[src/rtl/apu_framectl.sv]
// APU $4015/$4017 register front-end: channel enables, status read, frame-counter mode delay.
// Define APU_FRAMECTL_WRITE_DELAY_EN for the 3/4-cycle $4017 write delay; otherwise it applies next cycle.
module apu_framectl (
    input  logic       clk,
    input  logic       rst_n,
    input  logic [4:0] reg_addr,
    input  logic       reg_wr,
    input  logic       reg_rd,
    input  logic [7:0] reg_wdata,
    output logic [7:0] reg_rdata,
    output logic       rd_hit,
    input  logic       apu_cycle,
    input  logic       frame_irq,
    input  logic       dmc_irq,
    input  logic [4:0] len_active,
    output logic [4:0] chan_en,
    output logic       dmc_irq_clr,
    output logic       fc_mode,
    output logic       fc_interrupt_en,
    output logic       fc_update,
    output logic       fc_clrint
);

    localparam int unsigned ADDR_W = 5;
    localparam int unsigned CNT_W  = 3;

    localparam logic [ADDR_W-1:0] ADDR_STATUS = ADDR_W'(5'h15);
    localparam logic [ADDR_W-1:0] ADDR_FRAME  = ADDR_W'(5'h17);

    typedef enum logic [1:0] {
        ST_IDLE,
        ST_WAIT,
        ST_APPLY
    } state_t;

    state_t            state;
    logic [CNT_W-1:0]  wait_cnt;
    logic              pend_mode;

    logic              wr_status;
    logic              rd_status;
    logic              wr_frame;
    logic              wait_direct;
    logic [CNT_W-1:0]  wait_load;
    logic              unused_bits;

    // Register decode; only $4015 and $4017 respond.
    always_comb begin
        wr_status = reg_wr && (reg_addr == ADDR_STATUS);
        rd_status = reg_rd && (reg_addr == ADDR_STATUS);
        wr_frame  = reg_wr && (reg_addr == ADDR_FRAME);
    end

`ifdef APU_FRAMECTL_WRITE_DELAY_EN
    // Load value is the number of WAIT cycles before APPLY minus one.
    assign wait_direct = 1'b0;
    assign wait_load   = apu_cycle ? CNT_W'(1) : CNT_W'(2);
    assign unused_bits = reg_wdata[5];
`else
    assign wait_direct = 1'b1;
    assign wait_load   = '0;
    assign unused_bits = reg_wdata[5] ^ apu_cycle;
`endif

    always_ff @(posedge clk or negedge rst_n) begin
        if (!rst_n) begin
            state           <= ST_IDLE;
            wait_cnt        <= '0;
            pend_mode       <= 1'b0;
            chan_en         <= '0;
            reg_rdata       <= '0;
            rd_hit          <= 1'b0;
            dmc_irq_clr     <= 1'b0;
            fc_mode         <= 1'b0;
            fc_interrupt_en <= 1'b1;
            fc_update       <= 1'b0;
            fc_clrint       <= 1'b0;
        end else begin
            dmc_irq_clr <= wr_status;
            rd_hit      <= rd_status;
            fc_clrint   <= rd_status | (wr_frame & reg_wdata[6]);
            fc_update   <= 1'b0;

            if (wr_status) begin
                chan_en <= reg_wdata[4:0];
            end
            // Sampled in the strobe cycle, so the read sees the flag before fc_clrint lands.
            if (rd_status) begin
                reg_rdata <= {dmc_irq, frame_irq, 1'b0, len_active};
            end
            if (wr_frame) begin
                fc_interrupt_en <= ~reg_wdata[6];
            end

            // A new $4017 write always restarts the sequence and drops any pending mode.
            if (wr_frame) begin
                pend_mode <= reg_wdata[7];
                if (wait_direct) begin
                    state     <= ST_APPLY;
                    wait_cnt  <= '0;
                    fc_mode   <= reg_wdata[7];
                    fc_update <= 1'b1;
                end else begin
                    state    <= ST_WAIT;
                    wait_cnt <= wait_load;
                end
            end else begin
                case (state)
                    ST_WAIT: begin
                        if (wait_cnt == '0) begin
                            state     <= ST_APPLY;
                            fc_mode   <= pend_mode;
                            fc_update <= 1'b1;
                        end else begin
                            wait_cnt <= wait_cnt - CNT_W'(1);
                        end
                    end
                    ST_APPLY: begin
                        state <= ST_IDLE;
                    end
                    default: begin
                        state    <= ST_IDLE;
                        wait_cnt <= (wait_cnt != '0) ? wait_cnt - CNT_W'(1) : '0;
                    end
                endcase
            end
        end
    end

endmodule
[config.mk]
export PLATFORM = sky130hd
export DESIGN_NAME = apu_framectl
export DESIGN_NICKNAME = d
export VERILOG_FILES = /design/src/rtl/apu_framectl.sv
export SDC_FILE = /design/constraint.sdc
export NUM_CORES = 1
export LEC_CHECK = 0
export CORE_MARGIN = 5
export CORE_UTILIZATION = 32
export DETAILED_ROUTE_END_ITERATION = 8
export PLACE_DENSITY = 0.8
export SYNTH_ARGS = -nofsm -noshare
export SYNTH_HDL_FRONTEND = slang
export SYNTH_SLANG_ARGS = --single-unit
[constraint.sdc]
create_clock -name clk -period 0.8 [get_ports clk]
set_clock_uncertainty 0.1 [all_clocks]
set_input_delay 0.12 -clock clk [delete_from_list [all_inputs] [get_ports clk]]
set_output_delay 0.12 -clock clk [all_outputs]
set_load 0.02 [all_outputs]
; Yosys cells after proc, flatten, opt, wreduce, memory -nomap -nowiden
; Index checks and enable logic that the tools add are counted.
[op_classes]
add_sub_neg = 1
n_eq_ne = 7
muxes = 13
n_bitwise = 3
n_reduce_logical = 9
[op_table]
columns = cell, n
row1 = "== test 5 bit, second input constant", 2
row2 = two-way mux 3 bit, 3
row3 = two-way mux 1 bit, 6
row4 = two-way mux 2 bit, 3
row5 = "!= test 3 bit, second input constant", 2
row6 = case mux 3 bit (2 select lines), 1
row7 = AND reduction 2 bit, 2
row8 = nonzero test 2 bit, 2
row9 = logical AND 1 bit, 3
row10 = zero test 3 bit, 1
row11 = nonzero test 3 bit, 1
row12 = "subtractor 3 x 1 -> 3 bit, second input constant", 1
row13 = "== test 2 x 1 -> 1 bit, second input constant", 1
row14 = "== test 2 bit, second input constant", 1
row15 = "!= test 2 bit, second input constant", 1
row16 = AND 1 bit, 1
row17 = NOT 1 bit, 1
row18 = bitwise OR 1 bit, 1
[word_totals]
regBits = 24
in_bits = 25

; Depth between registers and ports, before layout
; Gate-level depths: netlist of the first run.
[depth]
ltp_word = 4
ltp_mapped = 4
ltp_nobuf = 3

; Worst setup path after synthesis of the first run
; OpenSTA, ideal clock, no wires.
[synth_timing]
kind = input port to flip-flop
start = input reg_addr[3]
end = register reg_rdata[0]
setup_ns = 0.125
arrival_ns = 0.967
t_required_ns = 0.575
slack_ns = -0.393
stages = 4
path_cell_list = and4bb_1 > and3_1 > buf_6 > mux2_4
[synth_between]
elab_chain_len = 2
[synth_lines]
columns = element, line
row1 = "start, declared", 6  ; input logic [4:0] reg_addr,
row2 = == test 5 bit, 50  ; rd_status = reg_rd && (reg_addr == ADDR_STATUS);
row3 = logical AND 1 bit, 50
row4 = via rd_status, 41  ; logic rd_status;
row5 = "end signal, assigned", 89  ; reg_rdata <= {dmc_irq, frame_irq, 1'b0, len_active};
row6 = "end, declared", 10  ; output logic [7:0] reg_rdata,
; The timed path passes the listed nets, and every way through them passes these cells.
; A chain may end at the register's enable or synchronous reset.

; Worst setup path in the final report of the first run
[layout_timing]
start = register fc_interrupt_en
end = output fc_interrupt_en
[layout_rtl]
columns = element, line
row1 = "start, declared", 19  ; output logic fc_interrupt_en,
row2 = "start signal, assigned", 92  ; fc_interrupt_en <= ~reg_wdata[6];
; No word-level cell between the ends.

==> results.ini, run 1 <==
[status]
status = finished with violations
violations = setup timing

[critical_path]
path_cells = buf_6
endpoint_kind = primary output
crit_end = fc_interrupt_en
cp.required_ns = 0.58
cp-start-kind = flop
r2r-end = reg_rdata[0]$_DFFE_PN0P_
timing.reg2reg.setup_slack_ns = -0.20
crit_fanout = 2
arrival_ns = 0.93
r2r.worst_path.cells = 2
worstSetupStartpoint = fc_interrupt_en$_DFFE_PN1N_
cpPeakStageDelay_ns = 0.55
worstSetupPathType = flop to primary output
slowest_stage = dfstp_2
worstReg2RegStart = reg_rdata[0]$_DFFE_PN0P_
crit_family = flip-flops
critPathBufInv = 1
cp_num_cells = 1

[routing]
wl_per_cell_um = 13.60
drt-initial-drc-count = 2
num_vias = 561
ant_nets = 0
drc_errors = 0
wl_mm = 1.795
viasPerCell = 4.250
first_pass_iters = 2

[place]
routabilityCongestion = 0.7159
dp_hpwl_mm = 1.386
dp_slack_ns = -0.8883
numPortBuffers = 40

[yosys]
synth_top_cells_by_count = 17 x dfrtp_1, 12 x mux2_4, 2 x and3_1, 2 x buf_6
synth_nets = 69
ys_seq_elements = 18
yosysWarnings = 0
async_flop_share = 1.000
yosysSeqAreaShare = 0.6108
yosysMostFrequentCell = dfrtp_1
syn_area_per_cell_um2 = 16.81
synth_cells = 44
synth_area_um2 = 739.5
synthTopCellsByArea = dfrtp_1 58%, mux2_4 24%, dfstp_2 3.6%
synth_largest_area_cell = dfrtp_1
synth_edf_count = 0
synth_ff_type = dfrtp_1
netlist.area_leader.share = 0.5753
yosysUniqueCellTypes = 15

[pwr]
power.density_mw_per_mm2 = 1845
power_mw = 2.625
p_leak_nw = 0.6889
vdd_drop_max_uv = 1147

[grt]
grt_max_degree = 12
grt_overflow = 0
grt.total_usage = 0.1090
grt_pass1_wl_mm = 2.746
grt_antenna_before_repair = 0
grt_pass1_vias = 645

[cts]
cts_inserted_buffers = 3
clockBufferDepth = 2
root_buffer = clkbuf_4
htree_levels = 1
clkSinkCount = 18
tritoncts = yes
clk_latency_ns = 0.27
path_clk_slew_ns = 0.09
cts_hold_buf = 0

[floorplan]
fp-row-count = 17
die_h_um = 58.07
start_util = 0.3343
die_w_um = 58.07
core_mm2 = 0.002212
die-area_mm2 = 0.003372
io_pins = 44

[layout]
antenna_cells = 0
drive_gt1_frac = 0.6058
final_nets = 130
fillCellCount = 175
syn_to_final_growth_pct = 92.39
final_core_utilization = 0.6431

[timing]
post-route-period-util = 1.440
hold_viol = 0
period_needed_ns = 1.152
drv_slew = 0
timing.fmax_ghz = 0.8679
setup_violations = 33
setup_tns_ns = -7.376
fin_ws_ns = -0.3522
rsz0062_at_grt = true

[job]
cap_violations = 0

[min_path]
min_path_type = primary input to flop

[cell type report]
| cell class | count | area (µm²) | share of cell area |
|---|---|---|---|
| Timing Repair Buffer | 59 | 630.6 | 0.4433 |
| Sequential cell | 18 | 451.7 | 0.3175 |
| Multi-Input combinational cell | 23 | 279.0 | 0.1961 |
| Tap cell | 28 | 35.03 | 0.02463 |
| Clock buffer | 4 | 26.28 | 0.01847 |
[cell usage in the layout, fill, tap and decap left out, types with 2 or more instances in the layout]
cell	n
and3_4	2
mux2_4	13
dlygate4sd2_1	3
dfrtp_1	17
clkbuf_4	3
buf_4	11
clkdlybuf4s50_1	15
buf_6	27
buf_12	2
[sequential cells by signal, indices dropped and copies added (netlist names)]
| name | count |
|---|---|
| rd_hit | 1 |
| fc_interrupt_en | 1 |
| state | 1 |
| reg_rdata | 7 |
| fc_mode | 1 |
| fc_clrint | 1 |
| dmc_irq_clr | 1 |
| chan_en | 5 |
[metal layers]
layer	share of wire	GRT usage	up-vias	routed length (µm)
met5	0	0	-	0
met4	0	0.02980	0	0
met3	0.091	0.03786	0	163
met2	0.57	0.2145	21	1015
met1	0.34	0.1054	268	616
li1	-	-	272	-
[power by group]
part	switching, mW	internal (mW)	leakage, nW
clock network	0.245	0.193	0.0150
registers	0.105	1.06	0.232
logic	0.357	0.669	0.442
total	0.707	1.92	0.689
[worst min-delay path by stage]
stage                                   endpoint  slack [ns]        start  cells after the start
final                         state[1]$_DFF_PN0_        0.05  reg_addr[3]                      3
after global routing          state[1]$_DFF_PN0_        0.05  reg_addr[3]                      3
after CTS                     state[1]$_DFF_PN0_        0.04  reg_addr[3]                      3
after detailed placement  chan_en[4]$_DFFE_PN0P_        0.39        rst_n                      2
after global placement    chan_en[3]$_DFFE_PN0P_        0.38        rst_n                      2
after floorplan           chan_en[0]$_DFFE_PN0P_       -0.28        rst_n                      0
[metrics by stage]
| stage | cell area (µm²) | std cells | hold slack (ns) |
|---|---|---|---|
| final | 1423 | 132 | 0.04582 |
| after global routing | 1423 | 132 | 0.05174 |
| after global placement | 1255 | 120 | 0.3830 |
| after detailed placement | 1255 | 120 | 0.3906 |
| after floorplan | 742.0 | 44 | -0.2756 |
| after CTS | 1379 | 130 | 0.03802 |
[worst register-to-register path: stages (launching register included)]
cell	delay [ns]
dfrtp_1	0.41
buf_4	0.14
mux2_4	0.25
[kinds of logic (layout without fill, tap and decap cells)]
| family | after synthesis | in the layout | synth area share |
|---|---|---|---|
| AO/OA/AOI/OAI | 3 | 3 | 0.02876 |
| multiplexers | 13 | 13 | 0.2589 |
| other | 1 | 1 | 0.005071 |
| AND/OR/NAND/NOR | 6 | 6 | 0.05582 |
| flip-flops | 18 | 18 | 0.6108 |
| buffers and inverters | 3 | 63 | 0.04061 |
[what timing repair did]
action	CTS	global route
pin swaps	3	2
resized for setup	133	8
setup endpoints to repair	36	33
buffers inserted	5	3
gates cloned	1	0
No activity file was read; power rests on OpenSTA's default activity.
==> run 2: changes to the inputs <==
--- a/config.mk
+++ b/config.mk
@@ -7,8 +7,9 @@
 export LEC_CHECK = 0
 export CORE_MARGIN = 5
 export CORE_UTILIZATION = 32
+export CTS_BUF_LIST = sky130_fd_sc_hd__clkbuf_4 sky130_fd_sc_hd__clkbuf_8 sky130_fd_sc_hd__clkbuf_16
 export DETAILED_ROUTE_END_ITERATION = 8
-export PLACE_DENSITY = 0.8
+export PLACE_DENSITY = 0.78
 export SYNTH_ARGS = -nofsm -noshare
 export SYNTH_HDL_FRONTEND = slang
 export SYNTH_SLANG_ARGS = --single-unit
==> results.ini, run 2 (synthesized netlist as in run 1, its figures left out) <==
[floorplan]
die_h_um = 58.07
die_w_um = 58.07
die-area_mm2 = 0.003372
core_mm2 = 0.002212
start_util = 0.3343
io_pins = 44
fp-row-count = 17

[routing]
num_vias = 565
drc_errors = 0
drt-initial-drc-count = 5
wl_per_cell_um = 14.09
wl_mm = 1.817
viasPerCell = 4.380
first_pass_iters = 3
ant_nets = 0

[grt]
grt_max_degree = 11
grt.total_usage = 0.1120
grt_overflow = 0
grt_pass1_vias = 623
grt_pass1_wl_mm = 2.835
grt_antenna_before_repair = 0

[timing]
timing.fmax_ghz = 0.8590
rsz0062_at_grt = true
setup_violations = 32
drv_slew = 0
fin_ws_ns = -0.3642
setup_tns_ns = -6.940
post-route-period-util = 1.455
hold_viol = 0
period_needed_ns = 1.164

[critical_path]
cp-start-kind = flop
cpPeakStageDelay_ns = 0.55
path_cells = buf_6
critPathBufInv = 1
slowest_stage = dfstp_2
crit_family = flip-flops
endpoint_kind = primary output
crit_fanout = 2
worstSetupPathType = flop to primary output
arrival_ns = 0.94
cp.required_ns = 0.58

[cts]
path_clk_slew_ns = 0.10
cts_inserted_buffers = 3
tritoncts = yes
clkSinkCount = 18
cts_hold_buf = 0
clk_latency_ns = 0.28
root_buffer = clkbuf_4
clockBufferDepth = 2
htree_levels = 1

[place]
dp_hpwl_mm = 1.418
routabilityCongestion = 0.7462
placed_cells = 120
placed_area_mm2 = 0.001255
numPortBuffers = 40

[pwr]
p_leak_nw = 0.6667
vdd_drop_max_uv = 1141
power.density_mw_per_mm2 = 2010

[status]
violations = setup timing
status = finished with violations

[layout]
layout_common_cells = 28 x buf_6, 17 x dfrtp_1, 15 x clkdlybuf4s50_1
reg_top3 = reg_rdata: 7 flops, chan_en: 5 flops
antenna_cells = 0
largest_reg_flops = 7
stdcell_count = 129
regMostFlops = reg_rdata
final_core_utilization = 0.6193
layout_commonest_cell = buf_6
fillCellCount = 176
syn_to_final_growth_pct = 85.28
final_nets = 127
finish.instance_area_mm2 = 0.001370
drive_gt1_frac = 0.6040

[min_path]
min_path_type = primary input to async pin

[job]
cap_violations = 0

## run 2: worst paths after layout
check	startpoint	end	slack [ns]	cells after the start
hold / removal	rst_n	chan_en[0]$_DFFE_PN0P_	0.09	2
setup / recovery	fc_interrupt_en$_DFFE_PN1N_	fc_interrupt_en	-0.36	1
min in group clk	reg_addr[3]	fc_interrupt_en$_DFFE_PN1N_	0.11	4
setup reg to reg	reg_rdata[6]$_DFFE_PN0P_	reg_rdata[6]$_DFFE_PN0P_	-0.20	2
max in group asynchronous	rst_n	fc_interrupt_en$_DFFE_PN1N_	0.33	2
hold reg to reg	fc_interrupt_en$_DFFE_PN1N_	fc_interrupt_en$_DFFE_PN1N_	0.41	2
## run 2: power breakdown
part	leakage, nW	total, mW	internal, mW	switching (mW)
clock	0.0210	0.543	0.277	0.267
combinational	0.413	1.04	0.679	0.361
sequential	0.232	1.17	1.06	0.114
total	0.667	2.75	2.01	0.742
## run 2: final cells by class
| class | instances | area [µm²] | share of cell area |
|---|---|---|---|
| Clock buffer | 4 | 36.28 | 0.02648 |
| Tap cell | 28 | 35.03 | 0.02557 |
| Sequential cell | 18 | 451.7 | 0.3297 |
| Timing Repair Buffer | 55 | 566.8 | 0.4137 |
| Multi-Input combinational cell | 24 | 280.3 | 0.2046 |
## run 2: per-stage QoR
stage	total power [mW]	setup slack (ns)	hold slack, ns
global placement	2.032	-0.8512	0.3844
detailed placement	2.054	-0.8868	0.3910
finish	2.754	-0.3642	0.08532
floorplan	1.527	-0.3782	-0.2756
global route	2.890	-0.3977	0.08635
CTS	2.715	-0.3754	0.08234
## run 2: metal layers
layer | wire, µm | up-vias | track usage | part of all wire
li1 | - | 267 | - | -
met1 | 721 | 278 | 0.1281 | 0.40
met2 | 973 | 20 | 0.2016 | 0.54
met3 | 122 | 0 | 0.03341 | 0.067
met4 | 0 | 0 | 0.02980 | 0
met5 | 0 | - | 0 | 0
## run 2: timing repair
item,in CTS,in global routing
resized for setup,132,8
endpoints found under the setup margin,36,33
setup buffers,5,1
pin swaps,3,2
gates cloned,1,0
## run 2: worst reg2reg max path: stages (launching register included)
cell and delay (ns):
dfrtp_1 0.41, buf_4 0.13, mux2_4 0.25
==> run 3: changes to the inputs <==
--- a/config.mk
+++ b/config.mk
@@ -5,6 +5,7 @@
 export SDC_FILE = /design/constraint.sdc
 export NUM_CORES = 1
 export LEC_CHECK = 0
+export CAP_MARGIN = 10
 export CORE_MARGIN = 5
 export CORE_UTILIZATION = 32
 export CTS_BUF_LIST = sky130_fd_sc_hd__clkbuf_4 sky130_fd_sc_hd__clkbuf_8 sky130_fd_sc_hd__clkbuf_16
==> results of run 3 <==
No change in the layout: final DEF, timing and power equal those of run 2.
